===== config.mk =====
export PLATFORM = sky130hd
export DESIGN_NAME = uart_cmd_parser_flat
export DESIGN_NICKNAME = d
export VERILOG_FILES = /design/src/rtl/uart_cmd_parser_if.sv /design/src/rtl/uart_cmd_parser.sv /design/src/flat_wrapper.sv
export SDC_FILE = /design/constraint.sdc
export NUM_CORES = 1
export LEC_CHECK = 0
export ABC_AREA = 1
export CORE_ASPECT_RATIO = 1.5
export CORE_UTILIZATION = 50
export CTS_BUF_LIST = sky130_fd_sc_hd__clkbuf_8
export DETAILED_ROUTE_END_ITERATION = 12
export GPL_ROUTABILITY_DRIVEN = 0
export PLACE_DENSITY_LB_ADDON = 0.12
export SETUP_SLACK_MARGIN = 0.5
export SLEW_MARGIN = 15
export SYNTH_ARGS = -nofsm -noshare
export SYNTH_HDL_FRONTEND = slang
export SYNTH_SLANG_ARGS = --single-unit
export TNS_END_PERCENT = 20

===== constraint.sdc =====
create_clock -name clk -period 3.45 [get_ports clk]
set_clock_uncertainty 0.2 [all_clocks]
set_input_delay 0.5175 -clock clk [delete_from_list [all_inputs] [get_ports clk]]
set_output_delay 0.5175 -clock clk [all_outputs]
set_load 0.01 [all_outputs]

===== src/rtl/uart_cmd_parser_if.sv =====
// Byte-stream input from the UART receiver and the FIFO/trigger outputs
// toward the SDRAM write path, bundled for the command parser.
interface uart_cmd_parser_if;
  logic [7:0] rx_data;
  logic       po_flag;
  logic       wfifo_wr_en;
  logic [7:0] wfifo_wr_data;
  logic       wr_trig;
  logic       rd_trig;
  logic       frame_err;

  modport master (
    output rx_data, po_flag,
    input  wfifo_wr_en, wfifo_wr_data, wr_trig, rd_trig, frame_err
  );

  modport slave (
    input  rx_data, po_flag,
    output wfifo_wr_en, wfifo_wr_data, wr_trig, rd_trig, frame_err
  );
endinterface


===== src/rtl/uart_cmd_parser.sv =====
// Parses HEADER/command/payload frames from a UART byte stream into FIFO
// pushes and SDRAM write/read trigger pulses, with an inter-byte timeout.
//
// state  | meaning
// S_IDLE | waiting for HEADER; other bytes are dropped silently
// S_CMD  | HEADER seen, next byte selects write, read or error
// S_DATA | forwarding WR_LEN payload bytes to the write FIFO
module uart_cmd_parser #(
  parameter logic [7:0] HEADER  = 8'h55,
  parameter logic [7:0] CMD_WR  = 8'hAA,
  parameter logic [7:0] CMD_RD  = 8'hBB,
  parameter int         WR_LEN  = 4,
  parameter int         TIMEOUT = 50000
) (
  input logic              clk,
  input logic              rst_n,
  uart_cmd_parser_if.slave bus
);

  localparam int TW = (TIMEOUT > 1) ? $clog2(TIMEOUT) : 1;
  localparam logic [TW-1:0] TMO_LAST = TW'(TIMEOUT - 1);
  localparam logic [7:0]    WR_LAST  = 8'(WR_LEN - 1);

  typedef enum logic [1:0] {
    S_IDLE = 2'd0,
    S_CMD  = 2'd1,
    S_DATA = 2'd2
  } state_t;

  state_t        state_q, state_d;
  logic [7:0]    byte_cnt_q, byte_cnt_d;
  logic [TW-1:0] tmo_cnt_q, tmo_cnt_d;
  logic          wr_pend_q, wr_pend_d;
  logic          wfifo_wr_en_q, wfifo_wr_en_d;
  logic [7:0]    wfifo_wr_data_q, wfifo_wr_data_d;
  logic          wr_trig_q, wr_trig_d;
  logic          rd_trig_q, rd_trig_d;
  logic          frame_err_q, frame_err_d;
  logic          tmo_hit;

  // A byte arriving in the expiry cycle takes priority over the abort.
  assign tmo_hit = (tmo_cnt_q == TMO_LAST) && !bus.po_flag;

  always_ff @(posedge clk or negedge rst_n) begin
    if (!rst_n) begin
      state_q         <= S_IDLE;
      byte_cnt_q      <= 8'h00;
      tmo_cnt_q       <= '0;
      wr_pend_q       <= 1'b0;
      wfifo_wr_en_q   <= 1'b0;
      wfifo_wr_data_q <= 8'h00;
      wr_trig_q       <= 1'b0;
      rd_trig_q       <= 1'b0;
      frame_err_q     <= 1'b0;
    end else begin
      state_q         <= state_d;
      byte_cnt_q      <= byte_cnt_d;
      tmo_cnt_q       <= tmo_cnt_d;
      wr_pend_q       <= wr_pend_d;
      wfifo_wr_en_q   <= wfifo_wr_en_d;
      wfifo_wr_data_q <= wfifo_wr_data_d;
      wr_trig_q       <= wr_trig_d;
      rd_trig_q       <= rd_trig_d;
      frame_err_q     <= frame_err_d;
    end
  end

  always_comb begin
    state_d         = state_q;
    byte_cnt_d      = byte_cnt_q;
    tmo_cnt_d       = tmo_cnt_q + 1'b1;
    wr_pend_d       = 1'b0;
    wfifo_wr_en_d   = 1'b0;
    wfifo_wr_data_d = wfifo_wr_data_q;
    wr_trig_d       = wr_pend_q;
    rd_trig_d       = 1'b0;
    frame_err_d     = 1'b0;

    if (bus.po_flag) begin
      tmo_cnt_d = '0;
    end

    unique case (state_q)
      S_IDLE: begin
        if (bus.po_flag && (bus.rx_data == HEADER)) begin
          state_d = S_CMD;
        end
      end

      S_CMD: begin
        if (bus.po_flag) begin
          if (bus.rx_data == CMD_WR) begin
            state_d    = S_DATA;
            byte_cnt_d = 8'h00;
          end else if (bus.rx_data == CMD_RD) begin
            state_d   = S_IDLE;
            rd_trig_d = 1'b1;
          end else begin
            state_d     = S_IDLE;
            frame_err_d = 1'b1;
          end
        end else if (tmo_hit) begin
          state_d     = S_IDLE;
          frame_err_d = 1'b1;
        end
      end

      S_DATA: begin
        if (bus.po_flag) begin
          wfifo_wr_en_d   = 1'b1;
          wfifo_wr_data_d = bus.rx_data;
          byte_cnt_d      = byte_cnt_q + 8'h01;
          if (byte_cnt_q == WR_LAST) begin
            state_d   = S_IDLE;
            wr_pend_d = 1'b1;
          end
        end else if (tmo_hit) begin
          state_d     = S_IDLE;
          frame_err_d = 1'b1;
        end
      end

      default: begin
        state_d = S_IDLE;
      end
    endcase

    if (state_d == S_IDLE) begin
      tmo_cnt_d = '0;
    end
  end

  assign bus.wfifo_wr_en   = wfifo_wr_en_q;
  assign bus.wfifo_wr_data = wfifo_wr_data_q;
  assign bus.wr_trig       = wr_trig_q;
  assign bus.rd_trig       = rd_trig_q;
  assign bus.frame_err     = frame_err_q;

endmodule


===== src/flat_wrapper.sv =====
// flat-port wrapper written by rule: the top's interface ports become plain ports
module uart_cmd_parser_flat 
#(
  parameter logic [7:0] HEADER  = 8'h55,
  parameter logic [7:0] CMD_WR  = 8'hAA,
  parameter logic [7:0] CMD_RD  = 8'hBB,
  parameter int         WR_LEN  = 4,
  parameter int         TIMEOUT = 50000
)
  (clk, rst_n, bus_rx_data, bus_po_flag, bus_wfifo_wr_en, bus_wfifo_wr_data, bus_wr_trig, bus_rd_trig, bus_frame_err);
  uart_cmd_parser_if bus_i ();
  input logic clk;
  input logic rst_n;
  input wire logic [$bits(bus_i.rx_data)-1:0] bus_rx_data;
  input wire logic [$bits(bus_i.po_flag)-1:0] bus_po_flag;
  output wire logic [$bits(bus_i.wfifo_wr_en)-1:0] bus_wfifo_wr_en;
  output wire logic [$bits(bus_i.wfifo_wr_data)-1:0] bus_wfifo_wr_data;
  output wire logic [$bits(bus_i.wr_trig)-1:0] bus_wr_trig;
  output wire logic [$bits(bus_i.rd_trig)-1:0] bus_rd_trig;
  output wire logic [$bits(bus_i.frame_err)-1:0] bus_frame_err;
  assign bus_i.rx_data = bus_rx_data;
  assign bus_i.po_flag = bus_po_flag;
  assign bus_wfifo_wr_en = bus_i.wfifo_wr_en;
  assign bus_wfifo_wr_data = bus_i.wfifo_wr_data;
  assign bus_wr_trig = bus_i.wr_trig;
  assign bus_rd_trig = bus_i.rd_trig;
  assign bus_frame_err = bus_i.frame_err;
  uart_cmd_parser #(.HEADER(HEADER), .CMD_WR(CMD_WR), .CMD_RD(CMD_RD), .WR_LEN(WR_LEN), .TIMEOUT(TIMEOUT)) u_core (.clk(clk), .rst_n(rst_n), .bus(bus_i));
endmodule

==> parameters.txt, run 1 <==
Parameter                              Value

Run status
  Status ... finished clean

Finish
  Fraction of layout cells with a size suffix above 1 ... 13.8%
  Area Overhead vs Synth ... 15.6%
  Final design instance area without fill ... 0.00254 sq mm
  Fillers ... 371
  # nets final ... 314
  Total inserted antenna cells ... 0

Floorplan
  Io pins ... 23
  # rows ... 29
  Starting density of the core ... 52.3%
  Floorplan die area ... 0.00468 sq mm
  Area of the core ... 0.00421 sq mm
  Chip Height ... 83.3 microns
  Die X ... 56.2 microns

Detailed routing
  Wire length after detailed routing ... 4.42 mm
  Post-detailed-route via-to-cell ratio ... 5.39
  Detailed router's first-iteration violation count ... 48
  # DRC ... 0
  Via count ... 1,854
  First-pass DRT Iterations ... 4
  Antenna Violating Nets Remaining ... 0
  Avg WL per Cell ... 12.9 microns

Global route
  Met2 capacity usage during global routing ... 39.2%
  Grt met1 use ... 25.7%
  Congestion Overflow GR ... 0
  Wire length of the first global-routing pass ... 8.30 mm
  Antenna violations before repair ... 0
  Via count of the first global-routing pass ... 1,935
  GR Util All Layers ... 22.2%
  Met3 Usage GRT ... 4.05%
  Global route hottest layer ... met2
  Largest net degree at the start of global routing ... 40

Synth
  Mean instance size in the synthesized netlist ... 8.06 sq um
  Sequential cell area fraction in the yosys report ... 44.3%
  Count leader, synth ... sky130_fd_sc_hd__nand2_1
  Number of nets in the synthesized netlist ... 290
  Largest cells by area after synthesis ... sky130_fd_sc_hd__dfrtp_1, sky130_fd_sc_hd__nand2_1, sky130_fd_sc_hd__inv_1, sky130_fd_sc_hd__nand3_1, sky130_fd_sc_hd__o21ai_0
  Post-synthesis sequential element count ... 39
  Cell count after synthesis ... 273
  Post-synth top cells ... sky130_fd_sc_hd__nand2_1, sky130_fd_sc_hd__dfrtp_1, sky130_fd_sc_hd__inv_1, sky130_fd_sc_hd__nand3_1, sky130_fd_sc_hd__nor2_1
  YS warnings ... 0
  Yosys top cell by area ... sky130_fd_sc_hd__dfrtp_1
  Async set-reset flop share out of synthesis ... 100%
  Share of the synthesized area in the top cell type ... 44.3%
  Ys flop type ... sky130_fd_sc_hd__dfrtp_1
  Synthesized cell area ... 0.00220 sq mm
  Number of distinct library cells after synthesis ... 32
  Number of flops mapped to enable cells by yosys ... 0

Clock tree
  Cells resized by post-CTS repair ... 0
  Number of H-tree levels ... 2
  Source-to-sink clock delay at the later pin of the worst-skew pair ... 0.29 ns
  Cts-stage hold buffer count ... 0
  Clock tree from TritonCTS ... yes
  Clock buffer depth ... 2
  Number of clock buffers inserted by TritonCTS ... 5
  Setup repair bufs after CTS ... 0
  Clock-pin slew on the worst setup and hold paths ... 0.08 ns
  Root Buffer ... sky130_fd_sc_hd__clkbuf_8
  CTS sink cnt ... 39

Timing
  Unrepaired setup endpoints after global routing ... no
  Worst Tran Pin Value ... 0.852 ns
  Relative max-transition margin ... 43.2%
  Total of endpoints with negative setup slack in the final report ... 0
  Tmin final ... 2.30 ns
  Highest Clock Rate ... 435 MHz
  Final-report hold violation count ... 0
  Share of the cycle needed by the critical path after routing ... 66.6%
  Max-slew violation count ... 0
  Total Negative Setup Slacks ... 0 ns

Power and ir drop
  Leakage power of the design ... 1.17 nW
  Cell area power density ... 552 mW/mm^2
  Post-layout power ... 1.40 mW
  Peak supply drop ... 0.406 mV

Critical path
  Setup CP Type ... input port to register
  Critical Path Start Type ... input port
  Crit end category ... register
  Critical path launch point ... bus_po_flag
  WP data arrival ... 2.26 ns
  Reg2reg start ... u_core.state_q[0]
  Required time at the endpoint of the critical path ... 3.41 ns
  Worst Path Max Fanout ... 17

Worst hold path
  Kind of path behind the tightest hold check ... input port to async pin

Placement
  Area post-placement ... 0.00243 sq mm
  HPWL reported at the end of detailed placement ... 3.16 mm
  Port Buf Inserts ... 22

Run
  Max cap viols ... 0
==> per-layer routing <==
| metal | routed length (microns) | part of all wire [%] | vias up |
|---|---|---|---|
| li1 | - | - | 943 |
| met1 | 1810 | 41 | 879 |
| met2 | 2410 | 55 | 27 |
| met3 | 129 | 2.9 | 5 |
| met4 | 68 | 1.5 | 0 |
| met5 | 0 | 0 | - |
==> flip-flops by register name, summed over array words and instances (netlist names), 2 cells and up <==
register / flops
u_core.bus.wfifo_wr_data: 8
u_core.state_q: 2
u_core.byte_cnt_q: 8
u_core.tmo_cnt_q: 16
==> kinds of logic (layout without fill, tap and decap cells) <==
| kind of cell | after synthesis | in the layout | synth area share (%) |
|---|---|---|---|
| simple gates | 133 | 133 | 28.8 |
| compound gates | 47 | 47 | 13.1 |
| buf+inv | 45 | 70 | 9.15 |
| flops | 39 | 39 | 44.3 |
| fa+ha+maj | 6 | 6 | 3.41 |
| xor+xnor | 3 | 3 | 1.19 |
==> worst max-delay path, stage by stage <==
cell,delay [ns]
sky130_fd_sc_hd__clkdlybuf4s50_1,0.43
sky130_fd_sc_hd__inv_2,0.25
sky130_fd_sc_hd__nand3_1,0.11
sky130_fd_sc_hd__nor2_1,0.18
sky130_fd_sc_hd__nand3_2,0.12
sky130_fd_sc_hd__nand3_1,0.10
sky130_fd_sc_hd__nand2_1,0.06
sky130_fd_sc_hd__nand2_2,0.34
sky130_fd_sc_hd__a21oi_1,0.14
==> through the flow <==
step	setup WS (ns)	util, %	instances	hold WS (ns)
finish	1.15	60.4	344	0.131
floorplan	1.71	-	273	0.0219
CTS	1.13	60.4	344	0.159
global placement	0.878	57.6	336	0.135
global route	0.907	60.4	344	0.172
detailed placement	0.818	57.6	336	0.148
==> cell usage in the layout (no fill, tap or decap), drive strengths merged <==
cell / netlist / final
clkbuf: 2 / 6
bufinv: 0 / 1
nand4: 6 / 6
xnor2: 1 / 1
or2: 3 / 3
clkdlybuf4s50: 0 / 21
nor2: 25 / 25
clkinv: 0 / 1
a21oi: 22 / 22
nand2: 59 / 59
a21boi: 2 / 2
nor3: 11 / 11
o31ai: 1 / 1
o21bai: 1 / 1
ha: 6 / 6
buf: 4 / 2
nand3: 27 / 27
xor2: 2 / 2
a31o: 1 / 1
inv: 39 / 39
o21a: 1 / 1
a31oi: 2 / 2
nor4: 2 / 2
dfrtp: 39 / 39
o21ai: 17 / 17
==> cell type report <==
class                           count  area, sq um  area share (%)
Tap cell                           46         57.6            2.26
Sequential cell                    39          976            38.4
Timing Repair Buffer               23          223            8.76
Multi-Input combinational cell    189         1020            40.2
Inverter                           39          146            5.76
Clock inverter                      2         35.0            1.38
Clock buffer                        6         82.6            3.25
==> power by group <==
| group | internal, mW | total [mW] | switching, mW | leakage (nW) |
|---|---|---|---|---|
| clock | 0.234 | 0.395 | 0.161 | 0.0612 |
| sequential | 0.534 | 0.583 | 0.0495 | 0.531 |
| combinational | 0.181 | 0.425 | 0.245 | 0.580 |
==> path summary, 6_finish.rpt <==
kind | to | slack, ns | depth (start not counted)
max | u_core.tmo_cnt_q[4] | 1.15 | 9
min | u_core.bus.wr_trig | 0.13 | 1
max reg2reg | u_core.tmo_cnt_q[4] | 1.33 | 8
min reg2reg | u_core.bus.wr_trig | 0.16 | 0
max in group asynchronous | u_core.tmo_cnt_q[8] | 2.38 | 1
min in group clk | u_core.bus.wr_trig | 0.16 | 0
No activity file was read; power rests on OpenSTA's default activity.
==> inputs of run 2 (changes only) <==
==> constraint.sdc (replaced) <==
create_clock -name clk -period 2.33 [get_ports clk]
set_clock_uncertainty 0.2 [all_clocks]
set_input_delay 0.3495 -clock clk [delete_from_list [all_inputs] [get_ports clk]]
set_output_delay 0.3495 -clock clk [all_outputs]
set_load 0.01 [all_outputs]
==> run 2 against run 1 <==
Compared with the run above:
- cell count grew 6.1%
- combinational power increased by 110%
- first-iteration DRC count up 63%
- cell area increased by 12%
- via count is 4.0% higher
- critical path depth is 2 higher
- largest power group is now combinational logic
==> parameters.txt, run 2 (synthesis gave the netlist of run 1 again) <==
Parameter                              Value

Finish
  # nets final ... 335
  Fraction of layout cells with a size suffix above 1 ... 27.3%
  Final Non-Filler Cells ... 365
  Largest reg by FF count ... u_core.tmo_cnt_q
  Leading cell type in the layout, fill and taps excluded ... sky130_fd_sc_hd__nand2_1
  Area Overhead vs Synth ... 29.7%
  Total inserted antenna cells ... 0
  Largest register FFs ... 16
  Commonest cells after routing, fill and taps aside ... sky130_fd_sc_hd__nand2_1, sky130_fd_sc_hd__dfrtp_1, sky130_fd_sc_hd__inv_1

Critical path
  Crit end category ... register
  Required time at the endpoint of the critical path ... 2.35 ns
  Critical Path Start Type ... register
  Highest-delay cell along the critical path ... sky130_fd_sc_hd__dfrtp_1
  Most repeated library cell on the critical path ... sky130_fd_sc_hd__nand2_1
  Slowest Stage Delay on Critical Path ... 0.41 ns
  Worst Path Max Fanout ... 17
  WP data arrival ... 1.83 ns
  Ordered cell list for the critical path ... ha_2, inv_2, nor2_1, nand2_1, nor2_2, o21ai_1, nand3_1, nand2_1, nand2_2, buf_12, a21oi_1
  Setup CP Type ... register to register

Timing
  Total Negative Setup Slacks ... 0 ns
  Worst Tran Pin Value ... 0.572 ns
  Crit path setup slack, layout ... 0.514 ns
  Max-slew violation count ... 0
  Unrepaired setup endpoints after global routing ... yes
  Highest Clock Rate ... 551 MHz
  Share of the cycle needed by the critical path after routing ... 77.9%
  Final-report hold violation count ... 0
  Tmin final ... 1.82 ns
  Total of endpoints with negative setup slack in the final report ... 0
  Relative max-transition margin ... 61.9%

Clock tree
  CTS sink cnt ... 39
  Clock buffer depth ... 2
  Clock tree from TritonCTS ... yes
  Number of H-tree levels ... 2
  Number of clock buffers inserted by TritonCTS ... 5
  Clock-pin slew on the worst setup and hold paths ... 0.08 ns
  Source-to-sink clock delay at the later pin of the worst-skew pair ... 0.29 ns
  Root Buffer ... sky130_fd_sc_hd__clkbuf_8

Floorplan
  # rows ... 29
  Starting density of the core ... 52.3%
  Chip Height ... 83.3 microns
  Die X ... 56.2 microns
  Area of the core ... 0.00421 sq mm
  Floorplan die area ... 0.00468 sq mm
  Io pins ... 23

Detailed routing
  First-pass DRT Iterations ... 4
  Via count ... 1,929
  Detailed router's first-iteration violation count ... 78
  Avg WL per Cell ... 13.6 microns
  Wire length after detailed routing ... 4.97 mm
  # DRC ... 0
  Antenna Violating Nets Remaining ... 0
  Post-detailed-route via-to-cell ratio ... 5.28

Worst hold path
  Kind of path behind the tightest hold check ... register to register

Global route
  Largest net degree at the start of global routing ... 27
  Via count of the first global-routing pass ... 1,874
  GR Util All Layers ... 21.9%
  Congestion Overflow GR ... 0
  Antenna violations before repair ... 0
  Wire length of the first global-routing pass ... 8.10 mm

Run status
  Status ... finished clean

Run
  Max cap viols ... 0

Power and ir drop
  Peak supply drop ... 0.622 mV
  Cell area power density ... 786 mW/mm^2
  Leakage power of the design ... 1.31 nW

Placement
  Dpl cells ... 342
  Port Buf Inserts ... 22
  Pre-CTS setup slack ... 0.0310 ns
  HPWL reported at the end of detailed placement ... 3.40 mm
-- run 2: changes by cell type in the layout (fill, tap and decap cells not counted), sizes merged --
cell,change
nand3,+1
clkbuf,+1
clkinv,-1
inv,-1
nand2,+2
dlygate4sd3,+1
clkdlybuf4s50,-7
buf,+17
bufinv,-1
dlymetal6s2s,+5
clkinvlp,+2
dlygate4sd2,+2
-- run 2: worst paths after layout --
kind	cells after the start	start	to	slack, ns
min	0	u_core.wr_pend_q	u_core.bus.wr_trig	0.15
min reg2reg	0	u_core.wr_pend_q	u_core.bus.wr_trig	0.15
max	11	u_core.byte_cnt_q[1]	u_core.tmo_cnt_q[15]	0.51
min in group asynchronous	2	rst_n	u_core.bus.wfifo_wr_data[6]	0.38
max in group asynchronous	3	rst_n	u_core.tmo_cnt_q[5]	1.01
max reg2reg	11	u_core.byte_cnt_q[1]	u_core.tmo_cnt_q[15]	0.51
-- run 2: per-stage QoR --
| stage | hold WS (ns) | util [%] | area [sq um] | power (mW) |
|---|---|---|---|---|
| finish | 0.154 | 67.8 | 2850 | 2.24 |
| global route | 0.162 | 67.8 | 2850 | 2.38 |
| floorplan | -0.146 | - | 2200 | 1.30 |
| global placement | 0.137 | 59.0 | 2480 | 1.53 |
| CTS | 0.153 | 63.6 | 2680 | 2.11 |
| detailed placement | 0.136 | 59.0 | 2480 | 1.54 |
-- run 2: per-layer routing --
| metal | global-route usage (%) | up-vias | part of all wire (%) |
|---|---|---|---|
| met1 | 24.4 | 913 | 41 |
| met4 | 9.09 | 0 | 1.4 |
| met2 | 39.8 | 30 | 55 |
| li1 | - | 981 | - |
| met5 | 0 | - | 0 |
| met3 | 4.05 | 5 | 2.7 |
-- run 2: final cells by class --
class	instances	area [sq um]
clock buffer	7	96.3
clock inverter	1	3.75
fill	355	1360
inverter	39	154
multi-input combinational	192	1180
sequential	39	978
tap	46	57.6
timing repair buffer	41	383
-- run 2: timing repair --
item,CTS,global route
setup endpoints to repair,24,25
pin swaps,1,13
hold buffers,1,0
gates resized for setup,14,30
cloned,1,2
buffers inserted,3,8
endpoints found under the hold margin,24,0
-- run 2: critical path, delay by kind of cell, from the launching register on --
family | cells | cell delay, ns
simple gates | 6 | 0.41
flops | 1 | 0.41
compound gates | 2 | 0.27
buf+inv | 2 | 0.22
fa+ha+maj | 1 | 0.22
-- run 2: power breakdown --
group          total (mW)  internal [mW]  switching [mW]
Sequential          0.872          0.793          0.0798
Clock               0.493          0.266           0.227
Combinational       0.879          0.397           0.482
Total                2.24           1.46           0.789
==> inputs of run 3 (changes only) <==
==> constraint.sdc (replaced) <==
create_clock -name clk -period 1.84 [get_ports clk]
set_clock_uncertainty 0.2 [all_clocks]
set_input_delay 0.276 -clock clk [delete_from_list [all_inputs] [get_ports clk]]
set_output_delay 0.276 -clock clk [all_outputs]
set_load 0.01 [all_outputs]
==> run 3 against run 2 <==
Compared with the run above:
- power increased by 35%
- cell count increased by 4.1%
- maximum frequency increased by 3.8%
- non-clock buffer count increased by 16
- register-to-register slack got worse by 0.42 ns
- clock power increased by 57%
- sequential cell count unchanged
- worst setup slack got worse by 0.42 ns
- critical endpoint is now u_core.tmo_cnt_q[1]
- largest cell class unchanged
==> parameters.txt, run 3 (synthesis gave the netlist of run 1 again) <==
Parameter                              Value

Timing
  Worst Tran Pin Value ... 0.499 ns
  Worst slack on hold paths ... 0.0974 ns
  Max-slew violation count ... 0
  Unrepaired setup endpoints after global routing ... yes
  Share of the cycle needed by the critical path after routing ... 95.0%
  Final-report hold violation count ... 0
  Total of endpoints with negative setup slack in the final report ... 0
  Highest Clock Rate ... 572 MHz
  Tmin final ... 1.75 ns
  Relative max-transition margin ... 66.4%

Detailed routing
  Detailed router's first-iteration violation count ... 41
  # DRC ... 0
  Antenna Violating Nets Remaining ... 0
  Avg WL per Cell ... 14.0 microns
  Post-detailed-route via-to-cell ratio ... 5.34
  First-pass DRT Iterations ... 4
  Via count ... 2,028
  Wire length after detailed routing ... 5.31 mm

Finish
  # nets final ... 350
  Post-Route Utilization ... 72.6%
  Final design instance area without fill ... 0.00306 sq mm
  Total inserted antenna cells ... 0
  Commonest cells after routing, fill and taps aside ... sky130_fd_sc_hd__nand2_1, sky130_fd_sc_hd__dfrtp_1, sky130_fd_sc_hd__inv_1, sky130_fd_sc_hd__buf_4, sky130_fd_sc_hd__nand3_1
  Area Overhead vs Synth ... 38.8%
  Leading cell type in the layout, fill and taps excluded ... sky130_fd_sc_hd__nand2_1
  Fraction of layout cells with a size suffix above 1 ... 36.2%
  Largest reg by FF count ... u_core.tmo_cnt_q
  Largest register FFs ... 16

Critical path
  Reg-to-reg critical path endpoint ... u_core.tmo_cnt_q[1]
  Worst Path Max Fanout ... 5
  Capturing element of the worst setup path ... u_core.tmo_cnt_q[1]
  Depth of the most critical reg-to-reg path ... 12
  Critical path launch point ... u_core.byte_cnt_q[1]
  Setup CP Type ... register to register
  Ordered cell list for the critical path ... ha_2, inv_2, nor2_2, nand2_2, nor2_4, nor2_1, nand3_1, nand2_1, inv_2, nand2_8, nand2_8, a21oi_2
  Reg2reg start ... u_core.byte_cnt_q[1]
  WP data arrival ... 1.77 ns
  Critical Path Start Type ... register
  Highest-delay cell along the critical path ... sky130_fd_sc_hd__dfrtp_1
  Required time at the endpoint of the critical path ... 1.86 ns
  Slowest Stage Delay on Critical Path ... 0.39 ns
  Crit end category ... register
  Worst-case register-to-register setup slack ... 0.09 ns

Placement
  HPWL reported at the end of detailed placement ... 3.71 mm
  Area post-placement ... 0.00264 sq mm
  Port Buf Inserts ... 22

Run
  Max cap viols ... 0

Clock tree
  Number of H-tree levels ... 2
  Source-to-sink clock delay at the later pin of the worst-skew pair ... 0.30 ns
  Clock buffer depth ... 2
  Clock tree from TritonCTS ... yes
  CTS sink cnt ... 39
  Root Buffer ... sky130_fd_sc_hd__clkbuf_8
  Clock-pin slew on the worst setup and hold paths ... 0.08 ns
  Number of clock buffers inserted by TritonCTS ... 5

Global route
  GR Util All Layers ... 24.5%
  Largest net degree at the start of global routing ... 22
  Via count of the first global-routing pass ... 2,015
  Antenna violations before repair ... 0
  Wire length of the first global-routing pass ... 8.89 mm
  Congestion Overflow GR ... 0

Power and ir drop
  Fraction of power spent switching nets ... 35.5%
  Combinational share of power ... 38.5%
  Clock group share of total power ... 25.6%
  Pint ... 1.96 mW
  Cell area power density ... 993 mW/mm^2
  Post-layout power ... 3.03 mW
  Leakage power of the design ... 1.44 nW
  Seq pwr share ... 36.0%
  Net Sw Power ... 1.08 mW
  Peak supply drop ... 0.983 mV

Floorplan
  Io pins ... 23
  Floorplan die area ... 0.00468 sq mm
  Chip Height ... 83.3 microns
  Die X ... 56.2 microns
  # rows ... 29
  Area of the core ... 0.00421 sq mm
  Starting density of the core ... 52.3%

Worst hold path
  Worst Min Path Start ... bus_rx_data[6]
  Kind of path behind the tightest hold check ... input port to register

Run status
  Status ... finished clean
[run 3: final cells by class]
type / instances / area, sq um
fill: 323 / 1150
clock buffer: 6 / 82.6
clock inverter: 2 / 38.8
multi-input combinational: 191 / 1240
tap: 46 / 57.6
timing repair buffer: 57 / 509
sequential: 39 / 977
inverter: 39 / 153
[run 3: through the flow]
stage	std cells	setup WS [ns]	TNS (ns)
floorplan	273	0.171	0
global placement	359	-0.345	-7.16
detailed placement	359	-0.348	-7.46
CTS	376	0.0708	0
global route	380	-0.0176	-0.178
finish	380	0.0917	0
[run 3: metal layers]
layer	global-route usage, %	share of wire, %
met5	0	0
met4	8.87	1.9
met3	3.43	2.4
met2	47.9	58
met1	25.5	38
[run 3: critical path: cells and delay by family (launching register included)]
kind	cells	cell delay, ns
fa+ha+maj	1	0.20
compound gates	1	0.13
buf+inv	2	0.11
flops	1	0.39
simple gates	8	0.65
[run 3: worst min-delay path by stage]
stage	endpoint	slack [ns]	depth (start not counted)
final	u_core.bus.wfifo_wr_data[6]	0.1	3
after global routing	u_core.bus.wfifo_wr_data[6]	0.1	3
after CTS	u_core.bus.wr_trig	0.15	0
after detailed placement	u_core.bus.wfifo_wr_data[6]	0.04	1
after global placement	u_core.bus.wfifo_wr_data[6]	0.04	1
after floorplan	u_core.bus.frame_err	-0.22	0
[run 3: power groups by stage]
stage	Combinational, mW	Sequential (mW)	Clock (mW)
floorplan	0.514	1.15	0
global route	1.26	1.11	0.829
global placement	0.925	1.10	0
finish	1.17	1.09	0.775
CTS	1.10	1.09	0.787
detailed placement	0.936	1.11	0
[run 3: repair_timing]
item                                   CTS  global route
endpoints found under the hold margin   18             0
setup endpoints to repair               50            50
buffers inserted                         6             4
gates cloned                             2             0
pin swaps                                6            25
gates resized for setup                 18            54
hold buffers                             1             0
